**src/rtl/lsu_mem_stage.sv**
```systemverilog
// lsu_mem_stage: turns one load/store into a single valid/ready word request on the data-memory port
module lsu_mem_stage #(
  parameter int LEN = 32
) (
  input  logic           clk,
  input  logic           rst_n,
  input  logic           req_valid,
  input  logic           req_we,
  input  logic [2:0]     req_funct3,
  input  logic [LEN-1:0] alu_result,
  input  logic [LEN-1:0] store_data,
  output logic           req_ready,
  output logic           stall,
  output logic           mem_req_valid,
  input  logic           mem_req_ready,
  output logic [LEN-1:0] mem_addr,
  output logic           mem_we,
  output logic [3:0]     mem_wstrb,
  output logic [LEN-1:0] mem_wdata,
  input  logic           mem_rsp_valid,
  input  logic [LEN-1:0] mem_rdata,
  output logic [LEN-1:0] load_data,
  output logic           done,
  output logic           fault
);
  typedef enum logic [2:0] {IDLE, REQ, WAIT, DONE, FAULT} state_t;
  state_t state, state_nx;
  logic [2:0] f3_q;
  logic [1:0] off_q;
  logic [1:0] off;
  logic illegal;
  logic [3:0] strb;
  logic [LEN-1:0] wdata_c, lane, ext;
  assign off = alu_result[1:0];
  // size code 11 is never legal; loads may use bit 2 only as the unsigned flag for bytes/halves
  assign illegal = (&req_funct3[1:0]) | (req_funct3[2] & (req_we | req_funct3[1]))
                 | (req_funct3[1:0] == 2'b01 & off[0]) | (req_funct3[1:0] == 2'b10 & |off);
  assign strb = req_funct3[1:0] == 2'b00 ? 4'b0001 << off :
                req_funct3[1:0] == 2'b01 ? 4'b0011 << off : 4'b1111;
  assign wdata_c = req_funct3[1:0] == 2'b00 ? {4{store_data[7:0]}} :
                   req_funct3[1:0] == 2'b01 ? {2{store_data[15:0]}} : store_data;
  assign lane = mem_rdata >> {off_q, 3'b000};
  assign ext = f3_q[1:0] == 2'b00 ? {{(LEN-8){~f3_q[2] & lane[7]}}, lane[7:0]} :
               f3_q[1:0] == 2'b01 ? {{(LEN-16){~f3_q[2] & lane[15]}}, lane[15:0]} : lane;
  assign req_ready = state == IDLE;
  assign mem_req_valid = state == REQ;
  assign done = state == DONE;
  assign fault = state == FAULT;
  assign stall = (state == IDLE & req_valid) | state == REQ | state == WAIT;
  always_comb begin
    state_nx = state;
    case (state)
      IDLE:    state_nx = req_valid ? (illegal ? FAULT : REQ) : IDLE;
      REQ:     state_nx = mem_req_ready ? (mem_we ? DONE : WAIT) : REQ;
      WAIT:    state_nx = mem_rsp_valid ? DONE : WAIT;
      default: state_nx = IDLE;
    endcase
  end
  always_ff @(posedge clk or negedge rst_n) begin
    if (!rst_n) begin
      state     <= IDLE;
      mem_addr  <= '0;
      mem_we    <= 1'b0;
      mem_wstrb <= '0;
      mem_wdata <= '0;
      f3_q      <= '0;
      off_q     <= '0;
      load_data <= '0;
    end else begin
      state <= state_nx;
      if (state == IDLE && req_valid && !illegal) begin
        mem_addr  <= {alu_result[LEN-1:2], 2'b00};
        mem_we    <= req_we;
        mem_wstrb <= req_we ? strb : 4'b0000;
        mem_wdata <= req_we ? wdata_c : '0;
        f3_q      <= req_funct3;
        off_q     <= off;
      end
      if (state == WAIT && mem_rsp_valid) load_data <= ext;
    end
  end
endmodule

```
**config.mk**
```make
export PLATFORM = sky130hd
export DESIGN_NAME = lsu_mem_stage
export DESIGN_NICKNAME = d
export VERILOG_FILES = /design/src/rtl/lsu_mem_stage.sv
export SDC_FILE = /design/constraint.sdc
export NUM_CORES = 1
export LEC_CHECK = 0
export CAP_MARGIN = 5
export CORE_MARGIN = 10
export CORE_UTILIZATION = 45
export CTS_BUF_LIST = sky130_fd_sc_hd__clkbuf_8
export DETAILED_ROUTE_END_ITERATION = 16
export GPL_TIMING_DRIVEN = 0
export HOLD_SLACK_MARGIN = 0.08
export PLACE_DENSITY = 0.87
export SETUP_SLACK_MARGIN = 0.2
export SYNTH_ARGS = -nofsm -noshare
export SYNTH_HDL_FRONTEND = slang
export SYNTH_SLANG_ARGS = --single-unit
```
**constraint.sdc**
```tcl
create_clock -name clk -period 3.9 [get_ports clk]
set_clock_uncertainty 0.15 [all_clocks]
set_input_delay 0.39 -clock clk [delete_from_list [all_inputs] [get_ports clk]]
set_output_delay 0.39 -clock clk [all_outputs]
set_load 0.05 [all_outputs]
```
; ---- Word level (Yosys, flattened, before mapping)
; Cells that the tools add are included.
[totals]
reg_bits = 107
in_bits = 105
out_inout_bits = 106
elab_cells = 54
[classes]
n_eq_ne = 7
n_shift = 3
mux = 14
bitwise_logic = 13
reduce_logical = 9
[ops]
columns = op, count
row1 = two-way mux 32 bit, 5
row2 = >> shifter 32 x 5 -> 32 bit, 1
row3 = two-way mux 4 bit, 3
row4 = case mux 3 bit (3 select lines), 1
row5 = AND 1 bit, 6
row6 = equality test 3 x 2 -> 1 bit (second input constant), 2
row7 = two-way mux 3 bit, 2
row8 = bitwise OR 1 bit, 6
row9 = equality test 2 x 1 -> 1 bit (second input constant), 2
row10 = logical NOT 2 bit, 2
row11 = << shifter 1 x 2 -> 4 bit (first input constant), 1
row12 = << shifter 2 x 2 -> 4 bit (first input constant), 1
row13 = equality test 3 x 1 -> 1 bit (second input constant), 1
row14 = equality test 3 bit (second input constant), 1
row15 = logical AND 1 bit, 3
row16 = logical NOT 3 bit, 1
row17 = equality test 2 bit (second input constant), 1
row18 = two-way mux 1 bit, 2
row19 = two-way mux 2 bit, 1
row20 = AND reduction 2 bit, 1
row21 = OR reduction 2 bit, 1
row22 = logical NOT 1 bit, 1
row23 = NOT 1 bit, 1

; ---- Longest topological paths before layout
[logic_depth]
word_depth = 8
ltp_mapped = 8
mapped_depth_nobuf = 6

; ---- Least setup slack after synthesis
; No wires, ideal clock.
[synth_path]
path_type = reg-to-reg
from = reg state[2]
to = reg state[0]
setup_ps = 75
t_arrival_ps = 2077
t_required_ps = 3675
setup_slack_ps = 1598
stages_incl_launch_ff = 5
path_buffers = 1
synth_period_minus_slack_ps = 2302
cell_sequence = dfrtp_1 buf_2 nor3b_1 o21ai_0 nand3_1
[synth_via]
elab_chain_cells = 2
elab_cells_between_ends = 4
classes_between = eq/ne: 2 / mux: 1 / reduce/logical: 1
[synth_lines]
columns = element, line
row1 = start: declaration, 27  ; state_t state, state_nx;
row2 = start signal: assignment, 70  ; state <= state_nx;
row3 = equality test 3 x 1 -> 1 bit, -
row4 = net mem_req_valid, 14  ; output logic mem_req_valid,
row5 = case mux 3 bit (3 select lines), 52  ; case (state)
row6 = net state_nx[0], 27
; The timed path passes the listed nets, and every way through them passes these cells.
; A chain may end at the register's enable or synchronous reset.

; ---- Final worst setup path
[layout_path]
from = reg state[2]
to = out mem_req_valid
[layout_via]
elab_chain_cells = 1
[layout_lines]
columns = element, line
row1 = equality test 3 x 1 -> 1 bit, 46  ; assign mem_req_valid = state == REQ;
row2 = end: declaration, 14
; Every way passes these cells.

==> results.txt <==
dpl hpwl - 14,000 um
pin count of the biggest net entering global routing - 55
Worst EP arrival - 2060 ps
syn avg cell area - 10.4 sq um
Clock Latency Late Sink - 370 ps
Placement Setup Slack - 1160 ps
cells along the critical path - buf_2 -> nor3b_1 -> clkdlybuf4s50_1
vias in the first global route - 5,152
Clk pwr share - 10.1%
Area growth, synth to finish - 46.5%
Core Area - 0.0115 sq mm
die area - 0.0166 sq mm
antenna fix cells - 0
Worst Setup End Kind - output pin
Final min period - 2600 ps
first-pass detailed-route iteration total - 5
Hold Path End - mem_wdata[0]$_DFFE_PN0P_
Post-synth ARST share - 100%
EDFF count, synth - 0
first-pass GRT wire length - 27,700 um
dominant synthesized flop cell - dfrtp_1
GPL Wtd Cong - 0.886
Register-to-Register Path Depth - 6
Final Hold Vio Count - 0
Synth Register Bits - 107
sw frac - 50.3%
end of the worst register-to-register path - load_data[20]$_DFFE_PN0P_
CTS tree - yes
post-CTS sizing - 0
ANT nets after route - 0
clk sink count - 107
Final setup viols - 0
gr busiest metal - met2
initial antenna violation count - 0
Max-slew headroom - 40.5%
Die Wd - 129 um
Slew @ Worst Pin - 885 ps
Seq/Total Area, Yosys - 50.1%
Die H - 129 um
RSZ-0062 raised after global routing - false
DRT Wirelength - 17,800 um
M3 GR Usage - 8.62%
HP Class - reg -> reg
Mapped Area - 0.00534 sq mm
Synth top cells by count - dfrtp_1 (107), nand2_1 (98), o21ai_0 (61), mux2_4 (30), nor2_1 (30)
final number of max-transition violations - 0
CP max-delay cell - clkdlybuf4s50_1
reg-to-reg setup timing slack - 1690 ps
post-layout net count - 845
layout cells sized above 1 - 13.4%
Peak VDD IR - 0.621 mV
initial drt markers - 444
cell-internal power - 3.52 mW
YS warnings - 0
Inserted Clock Buffers - 9
IO buf count - 206
worst endpoint required time - 3360 ps
io pins - 211
GR Overflow Total - 0
vias post-DR - 4,802
Routed WL per cell - 20.1 um
status - finished, final reports clean
clk slew on worst S/H paths - 110 ps
top cell type's share of synthesized area - 50.1%
synth unique cells - 37
detailed-route DRC error count - 0
worst setup margin - 1300 ps
CP Max Fanout - 9
P_leak - 3.47 nW
cell taking the most area after synthesis - dfrtp_1
most common cell in the netlist - dfrtp_1
Peak Freq - 0.385 GHz
slowest stage delay, CP - 880 ps
Pwr Density - 905 mW/mm^2
Power Total - 7.08 mW
Crit Path Class - reg -> out
Fillers - 909
H-Tree Depth - 3
All-Layer GR Usage - 20.9%
via/cell ratio - 5.43
post-synthesis cell count - 516
met1 Use GR - 23.9%
# rows - 39
Final Cycle Share - 66.6%
M2 GR Usage - 35.7%
sequential power share - 27.6%
RR Startpoint - state[0]$_DFF_PN0_
clock tree buffer depth - 2
Starting Density - 46.4%
clock root cell - clkbuf_8
CP startpoint kind - flip-flop
Net Sw Power - 3.56 mW
Max Cap Viol - 0
hold path startpoint - mem_wdata[0]$_DFFE_PN0P_
Comb pwr share - 62.3%
largest cells by area after synthesis - dfrtp_1 (50%), mux2_4 (8.4%), nand2_1 (6.9%)
hold depth - 2
==> cells in the final DEF, fill, tap and decap left out, drive strengths merged, types with 3 or more instances in the layout <==
cell type	netlist	routed
a21oi	19	19
nand2	98	98
nor3	3	3
nand3	15	15
mux2i	26	26
dfrtp	107	107
ha	4	4
clkdlybuf4s50	0	205
nand3b	3	3
clkbuf	20	30
o211ai	10	10
o21ai	62	62
mux2	57	57
inv	5	8
and2	8	8
a22oi	6	6
nor3b	3	3
buf	21	23
nor2	31	31
==> state kept, by name, indices dropped and copies added (netlist names) <==
register,count
f3_q,3
mem_addr,30
mem_wdata,32
off_q,2
mem_we,1
load_data,32
state,3
mem_wstrb,4
==> layout make-up <==
type                       instances  area, sq um  area share, %
sequential                       107         2680           34.2
timing repair buffer             208         2100           26.8
buffer                            41          206           2.64
tap                              143          179           2.29
clock inverter                     6         63.8          0.816
inverter                           5         18.8          0.240
clock buffer                      10          138           1.76
multi-input combinational        364         2440           31.2
==> kinds of logic (layout without fill, tap and decap cells) <==
| group | after synthesis | in the layout | share of synthesized area, % |
|---|---|---|---|
| buffers and inverters | 46 | 270 | 4.22 |
| other | 1 | 2 | 0.0702 |
| and+or+nand+nor | 168 | 168 | 13.8 |
| muxes | 84 | 84 | 19.4 |
| AOI/OAI and AO/OA | 106 | 106 | 11.4 |
| DFF | 107 | 107 | 50.1 |
| adders and majority gates | 4 | 4 | 0.937 |
==> worst max-delay path by stage <==
| stage | to | cells past startpoint | from | slack [ps] |
|---|---|---|---|---|
| 2_1_floorplan | state[0]$_DFF_PN0_ | 4 | state[2]$_DFF_PN0_ | 1600 |
| 3_3_place_gp | mem_addr[25]$_DFFE_PN0P_ | 1 | rst_n | -1640 |
| 3_5_place_dp | mem_wdata[20]$_DFFE_PN0P_ | 8 | alu_result[0] | 1160 |
| 4_1_cts | mem_req_valid | 3 | state[2]$_DFF_PN0_ | 1260 |
| 5_1_grt | mem_req_valid | 3 | state[2]$_DFF_PN0_ | 1190 |
| 6_report | mem_req_valid | 3 | state[2]$_DFF_PN0_ | 1300 |
==> repair_timing <==
item                                   in CTS  in global routing
endpoints found under the hold margin      53                  0
buffers inserted                            0                  0
hold buffers                                1                  0
==> metrics by stage <==
stage               utilization (%)  cell area [sq um]  cells  TNS (ps)  hold slack, ps
global route                   67.9               7820    884         0             364
finish                         67.9               7820    884         0             340
floorplan                         -               5350    517         0           -55.6
detailed placement             66.1               7610    867         0             320
global placement               65.9               7590    866   -174430             314
CTS                            67.9               7820    884         0             345
==> worst max-delay path, delay by kind of cell, from the launching register on <==
| family | cells | cell delay (ps) |
|---|---|---|
| flops | 1 | 370 |
| simple gates | 1 | 260 |
| buf+inv | 2 | 1050 |
==> power by group through the flow <==
stage	clock network, mW	logic, mW	registers [mW]
after detailed placement	0	4.43	1.97
after CTS	0.725	4.44	1.95
after global routing	0.765	4.64	2.02
after floorplan	0	1.16	3.66
after global placement	0	4.36	1.94
final	0.712	4.41	1.95
==> per-layer routing <==
layer | wire [um] | vias to the layer above | share of wire, %
met5 | 0 | - | 0
met4 | 148 | 0 | 0.83
met3 | 2010 | 13 | 11
met2 | 8590 | 239 | 48
met1 | 7060 | 2342 | 40
li1 | - | 2208 | -
No activity file was read; power rests on OpenSTA's default activity.
